==> src/rtl/pll_phase_stepper.sv <==
// ---------------------------------------------------------------------------
// pll_phase_stepper
//
// Sequencer for the EHXPLLL dynamic phase-shift pins. A request of the form
// "shift output SEL by COUNT steps in direction DIR" is taken over a
// valid/ready handshake. The block then emits COUNT PHASESTEP pulses with
// fixed setup, pulse and gap spacing, and flags completion with a one-cycle
// done pulse. It lives entirely in the PLL reference-clock domain.
//
// Optional feature macro: PLL_PHASE_TRACK_EN
//   defined   : four 8-bit wrapping phase-position counters, one per output,
//               readable through pos_sel/pos_out.
//   undefined : no counters are built, pos_out is constant 8'h00 and pos_sel
//               is ignored.
//
// Parameters
//   SETUP_CYC  cycles PHASESEL/PHASEDIR are stable before the first rise (>=1)
//   PULSE_CYC  PHASESTEP high time per step, in cycles (>=1)
//   GAP_CYC    PHASESTEP low time after each step, in cycles (>=1)
//   CNT_W      width of the step count
//
// Ports
//   clk        system clock, rising edge
//   rst        synchronous active-high reset
//   req_valid  request present
//   req_ready  request can be taken (IDLE and rst low), combinational
//   req_sel    target output: 00 CLKOS, 01 CLKOS2, 10 CLKOS3, 11 CLKOP
//   req_dir    0 = lag (delay), 1 = lead (advance)
//   req_count  number of steps, 0 allowed
//   busy       high in any state other than IDLE (registered)
//   done       one-cycle pulse when a request finishes (registered)
//   phasesel   to PLL PHASESEL[1:0] (registered)
//   phasedir   to PLL PHASEDIR (registered)
//   phasestep  to PLL PHASESTEP (registered)
//   pos_sel    selects which output's position appears on pos_out
//   pos_out    tracked phase position of output pos_sel (combinational mux)
//   dbg_state  current sequencer state, for observation only
//
// Handshake: a request transfers on a rising edge where req_valid and
// req_ready are both high. req_sel/req_dir/req_count are sampled only at
// that edge; the requester may change or drop them at any other time.
// req_valid is not required to stay high once the transfer has happened.
// ---------------------------------------------------------------------------
module pll_phase_stepper #(
    parameter int SETUP_CYC = 2,
    parameter int PULSE_CYC = 4,
    parameter int GAP_CYC   = 4,
    parameter int CNT_W     = 8
) (
    input  logic             clk,
    input  logic             rst,
    input  logic             req_valid,
    output logic             req_ready,
    input  logic [1:0]       req_sel,
    input  logic             req_dir,
    input  logic [CNT_W-1:0] req_count,
    output logic             busy,
    output logic             done,
    output logic [1:0]       phasesel,
    output logic             phasedir,
    output logic             phasestep,
    input  logic [1:0]       pos_sel,
    output logic [7:0]       pos_out,
    output logic [1:0]       dbg_state
);

    localparam logic [1:0] S_IDLE  = 2'd0;
    localparam logic [1:0] S_SETUP = 2'd1;
    localparam logic [1:0] S_PULSE = 2'd2;
    localparam logic [1:0] S_GAP   = 2'd3;

    // The shared cycle counter is sized for the longest of the three phases.
    localparam int MAX_PG  = (PULSE_CYC > GAP_CYC) ? PULSE_CYC : GAP_CYC;
    localparam int MAX_CYC = (SETUP_CYC > MAX_PG) ? SETUP_CYC : MAX_PG;
    localparam int CYC_W   = $clog2(MAX_CYC + 1);

    logic [1:0]       r_state;
    logic [CYC_W-1:0] r_cnt;
    logic [CNT_W-1:0] r_remaining;
    logic             r_busy;
    logic             r_done;
    logic [1:0]       r_phasesel;
    logic             r_phasedir;
    logic             r_phasestep;

    logic             w_accept;
    logic             w_cnt_zero;

    assign req_ready  = (r_state == S_IDLE) && !rst;
    assign w_accept   = req_valid && req_ready;
    assign w_cnt_zero = (r_cnt == '0);

    assign busy      = r_busy;
    assign done      = r_done;
    assign phasesel  = r_phasesel;
    assign phasedir  = r_phasedir;
    assign phasestep = r_phasestep;
    assign dbg_state = r_state;

    // Each phase loads r_cnt with its length minus one and leaves when it
    // reaches zero, so a phase of L cycles spans exactly L clock edges.
    always_ff @(posedge clk) begin
        if (rst) begin
            r_state     <= S_IDLE;
            r_cnt       <= '0;
            r_remaining <= '0;
            r_busy      <= 1'b0;
            r_done      <= 1'b0;
            r_phasesel  <= 2'b00;
            r_phasedir  <= 1'b0;
            r_phasestep <= 1'b0;
        end else begin
            r_done <= 1'b0;
            case (r_state)
                S_IDLE: begin
                    if (w_accept) begin
                        r_phasesel  <= req_sel;
                        r_phasedir  <= req_dir;
                        r_remaining <= req_count;
                        r_cnt       <= CYC_W'(SETUP_CYC - 1);
                        if (req_count == '0) begin
                            // Nothing to step: finish straight from IDLE.
                            r_done <= 1'b1;
                        end else begin
                            r_state <= S_SETUP;
                            r_busy  <= 1'b1;
                        end
                    end
                end
                S_SETUP: begin
                    if (w_cnt_zero) begin
                        r_state     <= S_PULSE;
                        r_phasestep <= 1'b1;
                        r_cnt       <= CYC_W'(PULSE_CYC - 1);
                    end else begin
                        r_cnt <= r_cnt - CYC_W'(1);
                    end
                end
                S_PULSE: begin
                    if (w_cnt_zero) begin
                        r_state     <= S_GAP;
                        r_phasestep <= 1'b0;
                        r_remaining <= r_remaining - CNT_W'(1);
                        r_cnt       <= CYC_W'(GAP_CYC - 1);
                    end else begin
                        r_cnt <= r_cnt - CYC_W'(1);
                    end
                end
                S_GAP: begin
                    if (w_cnt_zero) begin
                        // r_remaining was already decremented on PULSE exit.
                        if (r_remaining != '0) begin
                            r_state     <= S_PULSE;
                            r_phasestep <= 1'b1;
                            r_cnt       <= CYC_W'(PULSE_CYC - 1);
                        end else begin
                            r_state <= S_IDLE;
                            r_busy  <= 1'b0;
                            r_done  <= 1'b1;
                        end
                    end else begin
                        r_cnt <= r_cnt - CYC_W'(1);
                    end
                end
                default: begin
                    r_state     <= S_IDLE;
                    r_busy      <= 1'b0;
                    r_phasestep <= 1'b0;
                end
            endcase
        end
    end

`ifdef PLL_PHASE_TRACK_EN
    logic [7:0] r_pos [4];
    logic       w_step_done;

    // A step is counted when its pulse ends, i.e. on the PULSE->GAP edge.
    assign w_step_done = (r_state == S_PULSE) && w_cnt_zero;

    always_ff @(posedge clk) begin
        if (rst) begin
            for (int i = 0; i < 4; i++) begin
                r_pos[i] <= 8'h00;
            end
        end else if (w_step_done) begin
            if (r_phasedir) begin
                r_pos[r_phasesel] <= r_pos[r_phasesel] + 8'd1;
            end else begin
                r_pos[r_phasesel] <= r_pos[r_phasesel] - 8'd1;
            end
        end
    end

    assign pos_out = r_pos[pos_sel];
`else
    logic w_unused_pos_sel;

    assign w_unused_pos_sel = ^pos_sel;
    assign pos_out          = 8'h00;
`endif

endmodule

==> config.mk <==
export PLATFORM = sky130hd
export DESIGN_NAME = pll_phase_stepper
export DESIGN_NICKNAME = d
export VERILOG_FILES = /design/src/rtl/pll_phase_stepper.sv
export SDC_FILE = /design/constraint.sdc
export NUM_CORES = 1
export LEC_CHECK = 0
export ABC_AREA = 1
export CAP_MARGIN = 30
export CORE_MARGIN = 2
export CORE_UTILIZATION = 48
export DETAILED_ROUTE_END_ITERATION = 8
export PLACE_DENSITY = 0.88
export SYNTH_ARGS = -nofsm -noshare
export SYNTH_HDL_FRONTEND = slang
export SYNTH_SLANG_ARGS = --single-unit
==> constraint.sdc <==
create_clock -name clk -period 1.6 [get_ports clk]
set_input_delay 0.16 -clock clk [delete_from_list [all_inputs] [get_ports clk]]
set_output_delay 0.16 -clock clk [all_outputs]
set_load 0.02 [all_outputs]
==> results list, run 1 <==
- For the final database, setup skew stands at 7.15 ps.
- Leading register cell type out of synthesis: sky130_fd_sc_hd__dfxtp_1
- Max clock buf depth: 2
- For this design the top-level I/O count stands at 33.
- In the final routed layout, each cell accounts on average for 11.7 µm.
- The floorplan step set the die height to 55.8 µm.
- Layout Cells excl Fill: 251
- The count of nets left with antenna violations once routing finished came out at 0.
- Of the cells placed in the final design, the portion with a size suffix greater than 1 is 0.190.
* Total Power Consumption: 2350 µW
- CTS built an H-tree with a depth of 1.
* DR iter-0 viols: 40
* Clock sink count: 19
- Critical path type: flop to output pin
- Count of warnings emitted by yosys: 0
- Before antenna repair, the detailed router went through 4 iterations.
- Cell family with most CP delay: buffers and inverters
- IR analysis of the VDD net gives a maximum drop of 1.04 mV.
- For this run, design rule violations remaining after detail routing come to 0.
* Slowest stage cell on the critical path: sky130_fd_sc_hd__clkdlybuf4s50_1
- Number of synthesized flops with an enable pin: 0
- Antenna violations before repair: 0
- In this run, CTS created clock tree buffers numbering 3.
- In this run the power density over the cells is 1470 mW/mm².
- Of all nets on the critical path, the largest fanout is 4.
* Antenna cell count: 0
- Clock latency reported for the late side of the worst-skew pair: 310 ps
- For this configuration, the core starts out at a cell density of 0.516.
- Final cycle utilization of the critical path: 0.968
- Port buffer count: 22
- Post-synth design cell area: 0.00129 mm²
* Number of buffers added for setup after CTS: 0
- Vias in the first global route: 1156
- In this run the static leakage power is 0.000714 µW.
- Entering global routing, the biggest net connects 13 pins.
* Leading post-synthesis cells by cell area: sky130_fd_sc_hd__dfxtp_1 (30%), sky130_fd_sc_hd__nand2_1 (14%), sky130_fd_sc_hd__ha_1 (8.7%)
* Total routing usage reported by global routing: 0.186
- Setup violations remaining at the end of the flow were counted as 0.
- The core region is 0.00250 mm².
- Max-cap violation count: 0
- Post-synthesis sequential area ratio: 0.295
- STA classifies the critical path startpoint as a flop.
- The first global-routing pass estimated 4.71 mm of wire.
- The flow ran to the end, and the final reports show no timing, DRC or antenna violations.
- Of the post-synthesis cell area, the dominant cell type holds 0.295.
- The die is 55.8 µm wide.
* R2R Setup Slk: 80 ps
- Largest stage delay on the critical path: 600 ps
* Weighted congestion at the end of routability-driven global placement: 0.843
* Vias post-DR: 1273
* FMAX: 645 MHz
* Fraction of registers with async set/reset: 0
- The max-slew violation count is 0.
- Each instance of the synthesized netlist takes up on average 6.71 µm².
- Full die area: 0.00312 mm²
- The largest total area in the synthesized netlist belongs to sky130_fd_sc_hd__dfxtp_1.
- Data arrival time of the critical path: 1390 ps
* Critical Path, Cell by Cell: buf_4 -> clkdlybuf4s50_1
- Relative to the synthesized area, the layout overhead comes to 24.3%.
- Buffer and inverter count on the worst path: 2
- CP required: 1440 ps
* GRT overflow: 0
* Class of the worst hold path: primary input to flop
* HPWL after detailed placement: 2.13 mm
- Most frequent cells after synthesis: sky130_fd_sc_hd__nand2_1 (49), sky130_fd_sc_hd__dfxtp_1 (19), sky130_fd_sc_hd__nor2_1 (19)
- sky130_fd_sc_hd__nand2_1 is the most common cell in the netlist.
- Including well taps, the total number of placed cells is 247.
* Std-Cell Rows: 18
- After synthesis, the netlist uses 28 different library cells.
- Crit path capture type: output pin
* Number of instances in the synthesized netlist: 192
- Synthesized flop and latch total: 19
* Root cell of the clock tree: sky130_fd_sc_hd__clkbuf_4
- Setup repair after global routing could not meet its margin everywhere.
- Clock tree from TritonCTS: done
* Period minus WS final: 1550 ps
* Total Wirelength: 2.94 mm
* Number of nets in the layout: 247
* Routed vias/inst: 5.07
* Hold buffers post-CTS: 0
- Number of hold violations in the final report: 0
- Clock-pin slew was measured on the worst setup and hold paths at 110 ps.
[cell families after synthesis]
kind of cell,Yosys count,share of synthesized area
AND/OR/NAND/NOR,99,0.342
buffers and inverters,33,0.130
AO/OA/AOI/OAI,29,0.128
flip-flops,19,0.295
adder cells (fa/ha/maj),9,0.0874
other,1,0.00291
XOR/XNOR,1,0.00680
multiplexers,1,0.00777
[layer usage]
layer	part of all wire	GRT usage	up-vias
met3	0.056	0.0442	5
met5	0	0	-
met1	0.44	0.232	571
li1	-	-	661
met2	0.49	0.315	36
met4	0.014	0.0612	0
[per-stage QoR]
step | setup TNS, ps | area, µm² | utilization | hold WS [ps] | worst slack, ps
after global routing | -173 | 1600 | 0.641 | 388 | -57.2
final | 0 | 1600 | 0.641 | 371 | 50.5
after floorplan | 0 | 1320 | - | 271 | 12.4
after detailed placement | -85.7 | 1550 | 0.620 | 447 | -39.8
after CTS | 0 | 1580 | 0.631 | 378 | 13.2
after global placement | 0 | 1550 | 0.620 | 447 | 1.07
[flip-flops by register name, summed over array words and instances (netlist names)]
register     count
r_remaining      8
dbg_state        2
phasestep        1
phasesel         2
busy             1
r_cnt            3
done             1
phasedir         1
[worst register-to-register path, cell delays in order (launching register included)]
cell                      delay (ps)
sky130_fd_sc_hd__dfxtp_1         350
sky130_fd_sc_hd__inv_1            70
sky130_fd_sc_hd__ha_1            190
sky130_fd_sc_hd__inv_1            60
sky130_fd_sc_hd__nor2_2           40
sky130_fd_sc_hd__inv_1           140
sky130_fd_sc_hd__nand2_1         110
sky130_fd_sc_hd__nand2_4         160
sky130_fd_sc_hd__inv_2            80
sky130_fd_sc_hd__o21ai_0         170
sky130_fd_sc_hd__a21oi_1          60
[layout make-up]
class                           count  area, µm²
Timing Repair Buffer               31        283
Tap cell                           30       37.5
Sequential cell                    19        385
Clock buffer                        4       26.3
Fill cell                         224        898
Multi-Input combinational cell    147        795
Inverter                           20       75.1
[where the power goes]
part / total, µW / switching [µW] / internal [µW]
sequential: 688 / 92.9 / 595
combinational: 1400 / 835 / 569
clock: 259 / 161 / 97.6
total: 2350 / 1090 / 1260
[final timing paths]
kind / start / end / depth (start not counted)
max: dbg_state[0] / dbg_state[0] / 2
min: req_dir / phasedir / 3
max reg2reg: r_cnt[0] / r_remaining[2] / 10
min reg2reg: busy / busy / 2
[cell usage in the layout (no fill, tap or decap)]
cell / count
sky130_fd_sc_hd__nand2_4: 1
sky130_fd_sc_hd__clkbuf_1: 1
sky130_fd_sc_hd__nor2_4: 2
sky130_fd_sc_hd__nand2_1: 48
sky130_fd_sc_hd__inv_1: 13
sky130_fd_sc_hd__clkbuf_4: 3
sky130_fd_sc_hd__buf_4: 9
sky130_fd_sc_hd__nor3_1: 3
sky130_fd_sc_hd__o21ai_0: 6
sky130_fd_sc_hd__ha_2: 2
sky130_fd_sc_hd__o31ai_1: 1
sky130_fd_sc_hd__nand2_2: 2
sky130_fd_sc_hd__o21ai_1: 5
sky130_fd_sc_hd__o21ai_2: 1
sky130_fd_sc_hd__nand3_1: 14
sky130_fd_sc_hd__a21oi_1: 12
sky130_fd_sc_hd__nor2_1: 17
sky130_fd_sc_hd__dfxtp_1: 17
sky130_fd_sc_hd__ha_1: 7
sky130_fd_sc_hd__nor3_2: 1
sky130_fd_sc_hd__a21oi_2: 3
sky130_fd_sc_hd__dfxtp_2: 1
sky130_fd_sc_hd__nand3_2: 1
sky130_fd_sc_hd__inv_2: 7
sky130_fd_sc_hd__a211oi_2: 1
sky130_fd_sc_hd__clkbuf_2: 1
sky130_fd_sc_hd__clkdlybuf4s50_1: 21
sky130_fd_sc_hd__nand4_1: 4
sky130_fd_sc_hd__mux2i_1: 1
sky130_fd_sc_hd__dfxtp_4: 1
sky130_fd_sc_hd__or2_2: 1
sky130_fd_sc_hd__nor2_2: 5
sky130_fd_sc_hd__xor2_1: 1
sky130_fd_sc_hd__conb_1: 8
[repair_timing]
action,CTS,global route
gates cloned,0,0
gates resized for setup,3,12
setup endpoints to repair,5,12
(Power assumes the default switching activity.)
==> inputs of run 2 (changes only) <==
- CTS_CLUSTER_SIZE: not set -> 14
- PLACE_DENSITY: 0.88 -> 0.87
- SETUP_SLACK_MARGIN: not set -> 0.5
==> results list, run 2 (synthesis gave the netlist of run 1 again) <==
* Result of the run: complete, no violations
- DRC Markers: 0 (unchanged)
- The tightest min-delay check is of the primary input to flop type.
- TritonCTS built the clock tree.
- The fraction of layout cells with a size suffix above 1 came to 0.401 (+0.211).
- The total count of hold-check failures in the final report is 0 (unchanged).
- Final cycle utilization of the critical path: 0.994 (+0.0251)
- Total count of max-transition violations in the final report: 0 (unchanged)
* Filler Cells Inserted: 144 (-36%)
- # H-tree levels: 1 (unchanged)
- Setup repair after global routing could not meet its margin everywhere.
- P_leak: 0.000854 µW (+20%)
* Max-cap violation count: 0 (unchanged)
- The part of the power in registers was 0.233 (-0.060).
- The instance area at placement was 0.00157 mm² (+1.6%).
- Antenna violations before repair: 0 (unchanged)
* Reg2reg path depth: 10 (unchanged)
- The final core utilization was 0.762 (+0.122).
- The HPWL reported at the end of detailed placement is 2.20 mm (+2.8%).
* Global-route wire length before repair: 6.15 mm (+31%)
* Largest register FFs: 8 (unchanged)
- Die width: 55.8 µm (unchanged)
* Internal Pwr Total: 1600 µW (+27%)
- The number of antenna-violating nets in the routed design was 0 (unchanged).
- The number of buffers on the longest clock path is 2 (unchanged).
* Place WS: 21.8 ps (+61.6 ps)
* Type of origin of the critical path: flop
- The switching share of power is 0.498 (+0.0345).
* Vias in the first global route: 1359 (+18%)
* Crit path capture type: flop
* Area growth, synth to finish: 47.9%
- The accumulated negative setup slack is 0 ps (unchanged).
* Clock sink count: 19 (unchanged)
- The count of port buffers added during placement is 22 (unchanged).
- The count of routing violations after the opening detailed-route iteration is 102 (+160%).
- Maximum net fanout on the critical path: 3 (-1)
- Total routing usage reported by global routing: 0.247 (+0.0606)
* Worst IR drop on VDD: 1.29 mV (+24%)
* Std-Cell Rows: 18 (unchanged)
- Detail-routed net length per standard cell: 18.4 µm (+58%)
- The number of detailed-routing iterations run before antenna repair was 5 (+1).
* Power share of the clock group: 0.083 (-0.027)
- The summed area of non-filler cells in the final layout was 0.00191 mm² (+19%).
- The ratio of total power to cell area is 1670 mW/mm² (+14%).
* Largest regs: r_remaining (8), r_cnt (3)
* Weighted congestion at the end of routability-driven global placement: 0.828 (-1.8%)
- The critical path starts at r_cnt[0].
- Worst-case setup margin in the final layout: 10.3 ps (-40.2 ps)
* Layout Cells excl Fill: 262 (+4.4%)
* Count of cells along the worst hold path: 3 (unchanged)
- Critical register-to-register path startpoint: r_cnt[0]
- IO Count: 33 (unchanged)
- The combinational cell fraction of total power is 0.684 (+0.087).
- Data arrival time of the critical path: 1820 ps (+430 ps)
- Setup-violating endpoint count in the final report: 0 (unchanged)
- Endpoint of the lowest-slack register-to-register path: dbg_state[0]
- Total instance count after detailed placement: 242 (-2.0%)
- NetSw: 1580 µW (+45%)
- Full die area: 0.00312 mm² (unchanged)
- CP required: 1840 ps (+400 ps)
- The peak clock frequency supported by timing is 629 MHz (-2.5%).
- Root cell of the clock tree: sky130_fd_sc_hd__clkbuf_4
- Hold buffers post-CTS: 0 (unchanged)
* Leading cell type in the layout, fill and taps excluded: sky130_fd_sc_hd__nand2_1
- The number of clock buffers inserted by TritonCTS is 3 (unchanged).
* Clock latency reported for the late side of the worst-skew pair: 310 ps (about the same)
- Antenna cell count: 0 (unchanged)
* R2R Setup Slk: 10 ps (-70 ps)
- Period minus WS final: 1590 ps (+40.2 ps)
- Clock transition at the registers of the reported paths: 120 ps (about the same)
- Vias post-DR: 1513 (+19%)
- Most frequent cells in the layout: sky130_fd_sc_hd__nand2_1 (40), sky130_fd_sc_hd__nor2_1 (15), sky130_fd_sc_hd__dfxtp_1 (14)
* Min-Delay Startpoint: req_sel[1]
- Critical path type: flop to flop
- The starting density of the core was 0.516 (unchanged).
- Total Wirelength: 4.83 mm (+64%)
- Final setup skew: 2.73 ps (-4.42 ps)
- The sum of overflow across all layers after global routing came to 0 (unchanged).
- Die height: 55.8 µm (unchanged)
* Largest reg by FF count: r_remaining
- Capturing instance or port of the critical path: dbg_state[0]
* Standard cell core area: 0.00250 mm² (unchanged)
* Number of nets in the layout: 258 (+4.5%)
* Routed vias/inst: 5.77 (+14%)
* Largest net degree at the start of global routing: 13 (unchanged)
-- run 2: cell count changes in the layout (fill, tap and decap cells not counted), sizes merged --
cell,before,now
inv,20,19
nand2,51,52
clkinv,0,1
buf,9,27
clkdlybuf4s50,21,13
-- run 2: timing repair --
item,CTS,global route
gates resized for setup,53,39
setup buffers,11,4
endpoints found under the setup margin,28,28
cloned,1,0
pin swaps,11,12
-- run 2: layout make-up --
class | instances | area, µm² | area share
clock buffer | 4 | 26.3 | 0.0138
multi-input combinational | 148 | 956 | 0.502
inverter | 20 | 105 | 0.0552
timing repair buffer | 41 | 389 | 0.204
sequential | 19 | 392 | 0.206
tap | 30 | 37.5 | 0.0197
-- run 2: critical path, stage by stage, from the launching register on --
cell and delay [ps]:
sky130_fd_sc_hd__dfxtp_2 350, sky130_fd_sc_hd__inv_2 80, sky130_fd_sc_hd__ha_4 130, sky130_fd_sc_hd__inv_2 40, sky130_fd_sc_hd__nor2_4 180, sky130_fd_sc_hd__nor2_2 70
sky130_fd_sc_hd__nor2_2 140, sky130_fd_sc_hd__nand3_2 150, sky130_fd_sc_hd__nand2_2 120, sky130_fd_sc_hd__nand2_1 90, sky130_fd_sc_hd__nor2_1 160
-- run 2: through the flow --
| stage | power, µW | hold WS (ps) |
|---|---|---|
| detailed placement | 2130 | 450 |
| global route | 3330 | 410 |
| global placement | 2090 | 439 |
| CTS | 2700 | 384 |
| finish | 3180 | 404 |
| floorplan | 1800 | 271 |
-- run 2: worst min-delay path by stage --
stage               slack (ps)          end
floorplan                  270     phasedir
global placement           440         busy
detailed placement         450         busy
CTS                        380  phasesel[1]
global route               410  phasesel[1]
finish                     400  phasesel[1]
-- run 2: power groups by stage --
stage	registers [µW]	clock network (µW)	logic, µW
6_report	741	265	2170
5_1_grt	752	281	2290
4_1_cts	719	252	1730
3_5_place_dp	726	0	1410
3_3_place_gp	722	0	1370
2_1_floorplan	764	0	1030
-- run 2: per-layer routing --
metal | wire, µm | vias up | global-route usage
met4 | 296 | 0 | 0.109
met5 | 0 | - | 0
met3 | 400 | 33 | 0.0372
li1 | - | 684 | -
met1 | 1830 | 682 | 0.286
met2 | 2300 | 114 | 0.446
==> inputs of run 3 (changes only) <==
- CORE_UTILIZATION: 48 -> 52
- HOLD_SLACK_MARGIN: not set -> 0.03
- PLACE_DENSITY: 0.87 -> 0.92
- clock period: 1.6 -> 1.9 ns (I/O delays scaled with it)
==> results list, run 3 (synthesis gave the netlist of run 1 again) <==
* Result of the run: complete, no violations
- Clock tree from TritonCTS: done
* Max clock buf depth: 2 (unchanged)
- Vias post-DR: 1420 (-6.1%)
- Total Wirelength: 3.74 mm (-23%)
- The pin count of the biggest net entering global routing is 13 (unchanged).
- Number of clock buffers inserted by TritonCTS: 3 (unchanged)
- The tree is rooted in a sky130_fd_sc_hd__clkbuf_4.
* Hold buffers post-CTS: 0 (unchanged)
- Internal Pwr Total: 1210 µW (-24%)
* Number of nets in the layout: 256 (-0.78%)
* Most frequent cells in the layout: sky130_fd_sc_hd__nand2_1 (45), sky130_fd_sc_hd__nor2_1 (15), sky130_fd_sc_hd__dfxtp_1 (14), sky130_fd_sc_hd__buf_4 (14), sky130_fd_sc_hd__clkdlybuf4s50_1 (12)
- Clock sink count: 19 (unchanged)
- The number of cells in the design after placement came to 241 (-0.41%).
- The part of the power in registers was 0.256 (+0.023).
* Fraction of the core area covered by cells at the end of the flow: 0.750 (-0.0120)
- The accumulated negative setup slack was 0 ps (unchanged).
- The flip-flop count of the largest register, all copies and words added was 8 (unchanged).
- Layout Cells excl Fill: 260 (-0.76%)
- The switching power of the nets is 1140 µW (-28%).
- Largest stage delay on the critical path: 380 ps (+30 ps)
- The ratio of total power to cell area is 1300 mW/mm² (-22%).
* Standard cell core area: 0.00241 mm² (-3.6%)
- The starting density of the core is 0.535 (+0.0193).
- The per-cell via count in the routed design is 5.46 (-5.4%).
- The switching share of power was 0.485 (-0.0123).
- Setup repair after global routing could not meet its margin everywhere.
- Port buffer count: 22 (unchanged)
- The leakage power figure came to 0.000840 µW (-1.6%).
- The clock network latency to the later pin of the worst-skew pair came to 310 ps (about the same).
- Worst IR drop on VDD: 0.879 mV (-32%)
- The share of the clock period used by the worst path after layout came to 0.775 (-0.218).
- Critical path's most frequent cell: sky130_fd_sc_hd__nand3_2
* IO Count: 33 (unchanged)
* Die width: 53.8 µm (-3.6%)
- Power share of the clock group: 0.091 (+0.008)
* Crit path capture type: flop
- Number of hold violations in the final report: 0 (unchanged)
* Slowest stage cell on the critical path: sky130_fd_sc_hd__dfxtp_4
* DR iter-0 viols: 45 (-56%)
- Detail-routed net length per standard cell: 14.4 µm (-22%)
* Global routing's busiest layer: met2
* GRT overflow: 0 (unchanged)
* Area growth, synth to finish: 40.3%
* Period minus WS final: 1470 ps (-116 ps)
* Clock transition at the registers of the reported paths: 110 ps (about the same)
- HPWL after detailed placement: 2.01 mm (-8.2%)
- CP required: 2110 ps (+270 ps)
* FMAX: 679 MHz (+7.9%)
* Largest reg by FF count: r_remaining
* Router iterations before antenna repair: 4 (-1)
- The arrival time at the worst endpoint came to 1680 ps (-140 ps).
- Fraction of layout cells with a size suffix above 1: 0.326 (-0.0748)
* Type of origin of the critical path: flop
* Met1 track utilization from global routing: 0.288 (+0.00242)
- The top fanout value on the critical path came to 4 (+1).
- The weighted congestion reported at the end of routability-driven placement came to 0.851 (+2.8%).
- The global-route track usage on met3 was 0.0333 (-0.00388).
* Vias in the first global route: 1153 (-15%)
- Antenna cell count: 0 (unchanged)
- DRC Markers: 0 (unchanged)
- The die boundary height was 53.8 µm (-3.6%).
- Critical path type: flop to flop
* Critical Path, Cell by Cell: inv_4 -> ha_2 -> nand3_2 -> nor2_4 -> nand3_2 -> buf_4 -> nand3_1 -> a21oi_2
- The initial antenna violation count is 0 (unchanged).
* Total routing usage reported by global routing: 0.238 (-0.00858)
- Class of the worst hold path: primary input to flop
* Buffer and inverter count on the worst path: 2 (unchanged)
- The combinational cell fraction of total power came to 0.653 (-0.031).
* Full die area: 0.00289 mm² (-7.2%)
- Global-route wire length before repair: 4.84 mm (-21%)
- Largest regs: r_remaining (8), r_cnt (3)
- The number of placement rows came to 18 (unchanged).
- The library cell used most frequently in the layout, excluding fill and tap cells, is sky130_fd_sc_hd__nand2_1.
- The total number of H-tree levels was 1 (unchanged).
- The number of failing setup endpoints in the final timing report was 0 (unchanged).
- The max-slew violation count is 0 (unchanged).
* Met2 GRT Util: 0.384 (-0.0614)
- Final setup skew: 6.52 ps (+3.79 ps)
- On the critical path the largest part of the delay comes from simple AND/OR/NAND/NOR gates.
- The number of antenna-violating nets in the routed design is 0 (unchanged).
* Filler Cells Inserted: 177 (+23%)
- Max-cap violation count: 0 (unchanged)
==> run 3: final timing paths <==
path / from / cells past startpoint / slack, ps / end
hold / removal: rst / 2 / 370 / r_remaining[3]
hold reg to reg: phasedir / 2 / 480 / phasedir
setup reg to reg: r_remaining[0] / 8 / 430 / r_cnt[2]
setup / recovery: r_remaining[0] / 8 / 430 / r_cnt[2]
==> run 3: routing by layer <==
| metal | routed length, µm | part of all wire | vias up |
|---|---|---|---|
| li1 | - | - | 684 |
| met1 | 1540 | 0.41 | 666 |
| met2 | 1910 | 0.51 | 56 |
| met3 | 164 | 0.044 | 14 |
| met4 | 130 | 0.035 | 0 |
| met5 | 0 | 0 | - |
==> run 3: power groups by stage <==
stage / Sequential [µW] / Combinational, µW / Clock (µW)
after floorplan: 637 / 815 / 0
after global placement: 599 / 1080 / 0
after detailed placement: 603 / 1100 / 0
after CTS: 586 / 1250 / 214
after global routing: 614 / 1660 / 221
final: 603 / 1540 / 215
==> run 3: cell type report <==
type / count / area, µm² / share of cell area
clock inverter: 1 / 5.00 / 0.00277
timing repair buffer: 39 / 349 / 0.193
sequential: 19 / 394 / 0.218
clock buffer: 3 / 22.5 / 0.0125
multi-input combinational: 148 / 907 / 0.502
inverter: 20 / 92.6 / 0.0512
tap: 30 / 37.5 / 0.0208
==> run 3: through the flow <==
| stage | hold slack [ps] | worst slack (ps) | total power (µW) | instance area [µm²] |
|---|---|---|---|---|
| 6_report | 369 | 427 | 2360 | 1810 |
| 5_1_grt | 403 | 365 | 2500 | 1810 |
| 4_1_cts | 369 | 453 | 2050 | 1680 |
| 3_5_place_dp | 461 | 181 | 1710 | 1540 |
| 3_3_place_gp | 451 | 201 | 1680 | 1540 |
| 2_1_floorplan | 301 | 433 | 1450 | 1350 |
==> run 3: timing repair <==
item                       CTS  global route
buffers inserted             9             5
resized for setup           28            34
gates cloned                 1             0
pin swaps                    6            14
setup endpoints to repair   23            17
